## src/rtl/twiddle_gen.sv

```systemverilog
// Twiddle-factor generator for a 1024-point FFT: derives cos/sin of 2*pi*k/1024
// from a quarter-wave cosine ROM (257 points folded into 256 addresses) with two reads.
module twiddle_gen #(
  parameter int KW = 9
) (
  input  logic                clk,
  input  logic                rst,
  input  logic                req_valid,
  output logic                req_ready,
  input  logic [KW-1:0]       req_k,
  output logic                twact,
  output logic [7:0]          twa,
  input  logic [14:0]         twdr_cos,
  output logic                tw_valid,
  input  logic                tw_ready,
  output logic signed [15:0]  tw_cos,
  output logic signed [15:0]  tw_sin
);

  typedef enum logic [2:0] {
    IDLE,
    RD_A,
    RD_B,
    CAP,
    OUT
  } state_t;

  state_t             r_state;
  state_t             w_next;
  logic [KW-1:0]      r_k;
  logic [14:0]        r_a;

  logic [7:0]         w_m;
  logic               w_q;
  logic               w_mZero;
  logic signed [15:0] w_aExt;
  logic signed [15:0] w_bExt;
  logic signed [15:0] w_cos;
  logic signed [15:0] w_sin;

  assign w_m     = r_k[7:0];
  assign w_q     = r_k[KW-1];
  assign w_mZero = (w_m == 8'd0);
  assign w_aExt  = {1'b0, r_a};
  assign w_bExt  = {1'b0, twdr_cos};

  // Second quadrant is a 90-degree rotation of the first; m==0 would otherwise pick C[0].
  always_comb begin
    w_cos = w_aExt;
    w_sin = w_mZero ? 16'sd0 : w_bExt;
    if (w_q) begin
      w_cos = w_mZero ? 16'sd0 : -w_bExt;
      w_sin = w_aExt;
    end
  end

  always_ff @(posedge clk or posedge rst) begin
    if (rst) begin
      r_state <= IDLE;
    end else begin
      r_state <= w_next;
    end
  end

  always_comb begin
    w_next    = r_state;
    twact     = 1'b0;
    twa       = 8'd0;
    req_ready = 1'b0;
    case (r_state)
      IDLE: begin
        req_ready = 1'b1;
        if (req_valid) begin
          w_next = RD_A;
        end
      end
      RD_A: begin
        twact  = 1'b1;
        twa    = w_m;
        w_next = RD_B;
      end
      RD_B: begin
        twact  = 1'b1;
        twa    = 8'd0 - w_m;
        w_next = CAP;
      end
      CAP: begin
        w_next = OUT;
      end
      OUT: begin
        if (tw_ready) begin
          w_next = IDLE;
        end
      end
      default: begin
        w_next = IDLE;
      end
    endcase
  end

  // ROM data lags the address by one cycle, so A lands while in RD_B and B while in CAP.
  always_ff @(posedge clk or posedge rst) begin
    if (rst) begin
      r_k      <= '0;
      r_a      <= '0;
      tw_valid <= 1'b0;
      tw_cos   <= '0;
      tw_sin   <= '0;
    end else begin
      case (r_state)
        IDLE: begin
          if (req_valid) begin
            r_k <= req_k;
          end
        end
        RD_B: begin
          r_a <= twdr_cos;
        end
        CAP: begin
          tw_cos   <= w_cos;
          tw_sin   <= w_sin;
          tw_valid <= 1'b1;
        end
        OUT: begin
          if (tw_ready) begin
            tw_valid <= 1'b0;
          end
        end
        default: begin
        end
      endcase
    end
  end

endmodule

```

## config.mk

```make
export PLATFORM = sky130hd
export DESIGN_NAME = twiddle_gen
export DESIGN_NICKNAME = d
export VERILOG_FILES = /design/src/rtl/twiddle_gen.sv
export SDC_FILE = /design/constraint.sdc
export NUM_CORES = 1
export LEC_CHECK = 0
export CORE_ASPECT_RATIO = 2
export CORE_MARGIN = 2
export CORE_UTILIZATION = 51
export CTS_BUF_LIST = sky130_fd_sc_hd__clkbuf_2 sky130_fd_sc_hd__clkbuf_4 sky130_fd_sc_hd__clkbuf_8
export CTS_CLUSTER_SIZE = 16
export DETAILED_ROUTE_END_ITERATION = 6
export PLACE_DENSITY = 0.78
export RECOVER_POWER = 25
export SYNTH_ARGS = -nofsm -noshare
export SYNTH_HDL_FRONTEND = slang
export SYNTH_SLANG_ARGS = --single-unit
```

## constraint.sdc

```tcl
create_clock -name clk -period 1.95 [get_ports clk]
set_input_delay 0.195 -clock clk [delete_from_list [all_inputs] [get_ports clk]]
set_output_delay 0.195 -clock clk [all_outputs]
set_load 0.02 [all_outputs]
```

# ---- Word level (Yosys, flattened, before mapping)
# Cells that the tools add are included.
dict set report totals {
  reg_bits 60
  in_bits 28
  output_inout_bits 43
}
dict set report op_classes {
  n_addsub 2
  n_reduce_logical 7
  muxes 12
  eq_ne 6
}
# cell n
set ops {}
lappend ops {{2-to-1 mux 16 bit} 2}
lappend ops {{2-to-1 mux 15 bit} 2}
lappend ops {{negator 15 -> 16 bit} 1}
lappend ops {{one-hot mux 8 bit (2 select lines)} 1}
lappend ops {{one-hot mux 3 bit (5 select lines)} 1}
lappend ops {{zero test 8 bit} 1}
lappend ops {{subtractor 1 x 8 -> 8 bit (first input constant)} 1}
lappend ops {{== test 3 x 2 -> 1 bit (second input constant)} 2}
lappend ops {{2-to-1 mux 3 bit} 2}
lappend ops {{AND reduction 2 bit} 3}
lappend ops {{!= test 2 bit (second input constant)} 2}
lappend ops {{== test 3 x 1 -> 1 bit (second input constant)} 1}
lappend ops {{== test 3 bit (second input constant)} 1}
lappend ops {{zero test 3 bit} 1}
lappend ops {{2-to-1 mux 1 bit} 3}
lappend ops {{one-hot mux 1 bit (2 select lines)} 1}
lappend ops {{nonzero test 2 bit} 1}
lappend ops {{OR reduction 2 bit} 1}

# ---- Depth between registers and ports, before layout
dict set report logic_depth {
  ltp_word 3
  ltp_mapped 7
  depth_no_buf 6
}

# ---- Worst setup path before layout
# No wires, ideal clock.
dict set report synth_path {
  path_kind {flip-flop to flip-flop}
  startpoint {register r_state[0]}
  endpoint {register r_k[2]}
  setup_ns 0.127
  t_arrival_ns 1.791
  path_slack_ns 0.031
  n_path_buf 2
  path_stages_with_launch 6
  t_required_ns 1.823
  path_cell_list {dfrtp_1 -> buf_2 -> nor3_1 -> and2_1 -> buf_4 -> mux2_1}
}
dict set report synth_between {
  elab_chain_len 2
}
# item line_no
set synth_rtl {}
lappend synth_rtl {{start, declared} 28} ;# state_t r_state;
lappend synth_rtl {{start signal, assigned} 61} ;# r_state <= w_next;
lappend synth_rtl {{zero test 3 bit} 110} ;# case (r_state)
lappend synth_rtl {{AND reduction 2 bit (no source line)} --}
lappend synth_rtl {{end signal, assigned} 113} ;# r_k <= req_k;
lappend synth_rtl {{end, declared} 30} ;# logic [KW-1:0] r_k;
# No other way between the ends.
# A chain may end at the register's enable or synchronous reset.

# ---- Worst setup path after layout
dict set report layout_path {
  startpoint {register r_state[2]}
  endpoint {output port twa[1]}
}
dict set report layout_between {
  elab_chain_len 2
  elab_cells_between_ends 3
  cone_classes {2 x eq/ne; 1 x mux}
}
# item line_no
set layout_rtl {}
lappend layout_rtl {{== test 3 x 2 -> 1 bit / == test 3 x 1 -> 1 bit (equally long branches)} 70} ;# case (r_state)
lappend layout_rtl {{one-hot mux 8 bit (2 select lines) *} 70}
lappend layout_rtl {{end, declared} 12} ;# output logic [7:0] twa,
# Mark *: on every way between the ends. The rest lies on a longest branch, timed or not.

==> metrics.yaml <==
status: "finished clean"
gp_congestion: 0.811
cts_max_level: 3
final_util: 0.733
placed_area_um2: 3930
critPathMaxFanout: 7
antenna_found_initial: 0
slew_headroom: 0.401
antenna_left: 0
drive_gt1_frac: 0.218
yosysTopAreaCellShare: 0.498
wl_um: 7900
async_flop_share: 1.00
drv_slew: 0
syn_avg_cell_area_um2: 9.73
die-area_um2: 6480
ys_seq_area_frac: 0.498
synth_area_um2: 2970
hold_path.class: "primary input to asynchronous set/reset pin"
clock_skew_ps: 4.96
fmax_mhz: 523
powerDensity_nw_per_um2: 1720
post-place-ws_ps: -167
rows: 39
yosysMostFrequentCell: "dfrtp_1"
nNetsFinal: 438
setup_viol: 0
clock-sinks: 59
finalPower_mw: 7.15
netlist-cell-type-count: 52
clock-root-buffer: "clkbuf_8"
dp_hpwl_um: 5530
cp.required_ps: 1750
synth_edf_count: 0
synth_cells: 305
n_antenna_cell: 0
first_pass_iters: 5
syn_to_final_growth_pct: 39.8
cts_buffers: 9
cp_data_arrival_time_ps: 1720
tightest_slew_ps: 898
worst-setup-path-type: "flop to output port"
drc: 0
total_leakage_power_nw: 1.94
synth_top_cell_by_area: "dfrtp_1"
clkTransAtPathRegs_ps: 70
final_cell_area_um2: 4150
period_minus_slack_ps: 1910
track_usage: 0.264
synthTopCellsByArea: "dfrtp_1, nand2_1, a221o_1, and3_1, nor2_1"
endpoint_kind: "output port"
io_pins: 71
drt_iter0_drc: 103
setup_ws_ps: 37.6
startpoint_type: "flop"
fin_hold_ws_ps: 256
io_buffers: 69
insertion_delay_ps: 340
hold_viol: 0
ys_ff_latch: 59
cts_tree: "yes"
irDropWorstVdd_v: 0.00164
wl_per_cell_um: 16.7
initial_core_util: 0.524
core_area_um2: 5660
via_per_inst: 5.84
finalCritPeriodShare: 0.981
syn_nets: 335
fp.dieH_um: 112
grt_start_max_net_pins: 37
ys_warn_count: 0
grt_setup_unrepaired: "true"
ys.flop_type: "dfrtp_1"
maxCapViolations: 0
grt_pass1_vias: 2764
grt-ovfl-total: 0
clock_path_buffers: 2
via_count: 2768
grt_pass1_wl_um: 13100
die_w_um: 57.9
ys_top_cells_by_count: "dfrtp_1, nand2_1, nor2_1"
## flip-flops by register name (all words and copies together), names as in the netlist
register	count
r_a	15
r_k	9
r_state	3
tw_cos	16
tw_sin	15
tw_valid	1
## worst max-delay path, stage by stage, from the launching register on
cell     delay (ps)
dfrtp_2         450
nor3b_2         220
buf_4           180
buf_6           110
buf_4           140
a22o_1          170
buf_6           120
## stage by stage
| stage | instances | setup TNS, ps |
|---|---|---|
| floorplan | 305 | 0 |
| global placement | 453 | -1920 |
| detailed placement | 453 | -2560 |
| CTS | 472 | -31.7 |
| global route | 474 | -52.4 |
| finish | 474 | 0 |
## per-layer routing
metal	vias up	track usage	wire length, um
li1	1287	-	-
met4	0	0.127	216
met5	-	0	0
met3	17	0.0523	426
met2	111	0.451	4330
met1	1353	0.305	2930
## area by class of cell
type	count	area [um2]
Sequential cell	59	1480
Fill cell	445	1510
Timing Repair Buffer	111	977
Clock buffer	11	151
Multi-Input combinational cell	218	1400
Clock inverter	5	27.5
Inverter	9	33.8
Tap cell	61	76.3
## timing repair
| item | in CTS | in global routing |
|---|---|---|
| gates cloned | 0 | 0 |
| pin swaps | 1 | 5 |
| resized for setup | 37 | 15 |
| setup endpoints to repair | 25 | 8 |
| hold buffers | 0 | 0 |
| setup buffers | 3 | 2 |
## placed cells by master (no fill, tap or decap), types with 9 or more instances in the layout
| master | Yosys | final |
|---|---|---|
| a21oi_1 | 15 | 15 |
| a221o_1 | 15 | 15 |
| and3_1 | 20 | 19 |
| buf_4 | 3 | 42 |
| clkbuf_8 | 0 | 11 |
| clkdlybuf4s50_1 | 0 | 58 |
| dfrtp_1 | 59 | 58 |
| nand2_1 | 55 | 55 |
| nor2_1 | 21 | 21 |
| o22ai_1 | 9 | 9 |
| xnor2_1 | 9 | 9 |
## path summary, 6_finish.rpt
kind	from	to	slack [ps]	cells after the start
setup / recovery	r_state[2]$_DFFE_PP0P_	twa[1]	40	6
min in group clk	req_k[7]	r_k[7]$_DFFE_PP0P_	420	3
setup reg to reg	r_state[1]$_DFFE_PP0P_	tw_sin[4]$_DFFE_PP0P_	180	5
hold / removal	rst	tw_sin[4]$_DFFE_PP0P_	260	2
hold reg to reg	r_a[7]$_DFFE_PP0N_	r_a[7]$_DFFE_PP0N_	500	2
max in group asynchronous	rst	tw_cos[11]$_DFFE_PP0P_	500	3
## power by group
group          total [mW]  internal, mW  switching (mW)
sequential           2.27          1.83           0.443
combinational        3.88          1.83            2.04
clock                1.01         0.521           0.487
## cells by family (layout without fill, tap and decap cells)
group                      after synthesis  count (layout)  synth area share
buffers and inverters                   28             136            0.0447
xor gates and xnor gates                13              13            0.0384
DFF                                     59              59             0.498
adders and majority gates                2               2           0.00843
other                                    1               1           0.00126
AOI/OAI and AO/OA                       67              67             0.162
and+or+nand+nor                        130             130             0.229
muxes                                    5               5            0.0190
Power figures use the tool's default switching activity.
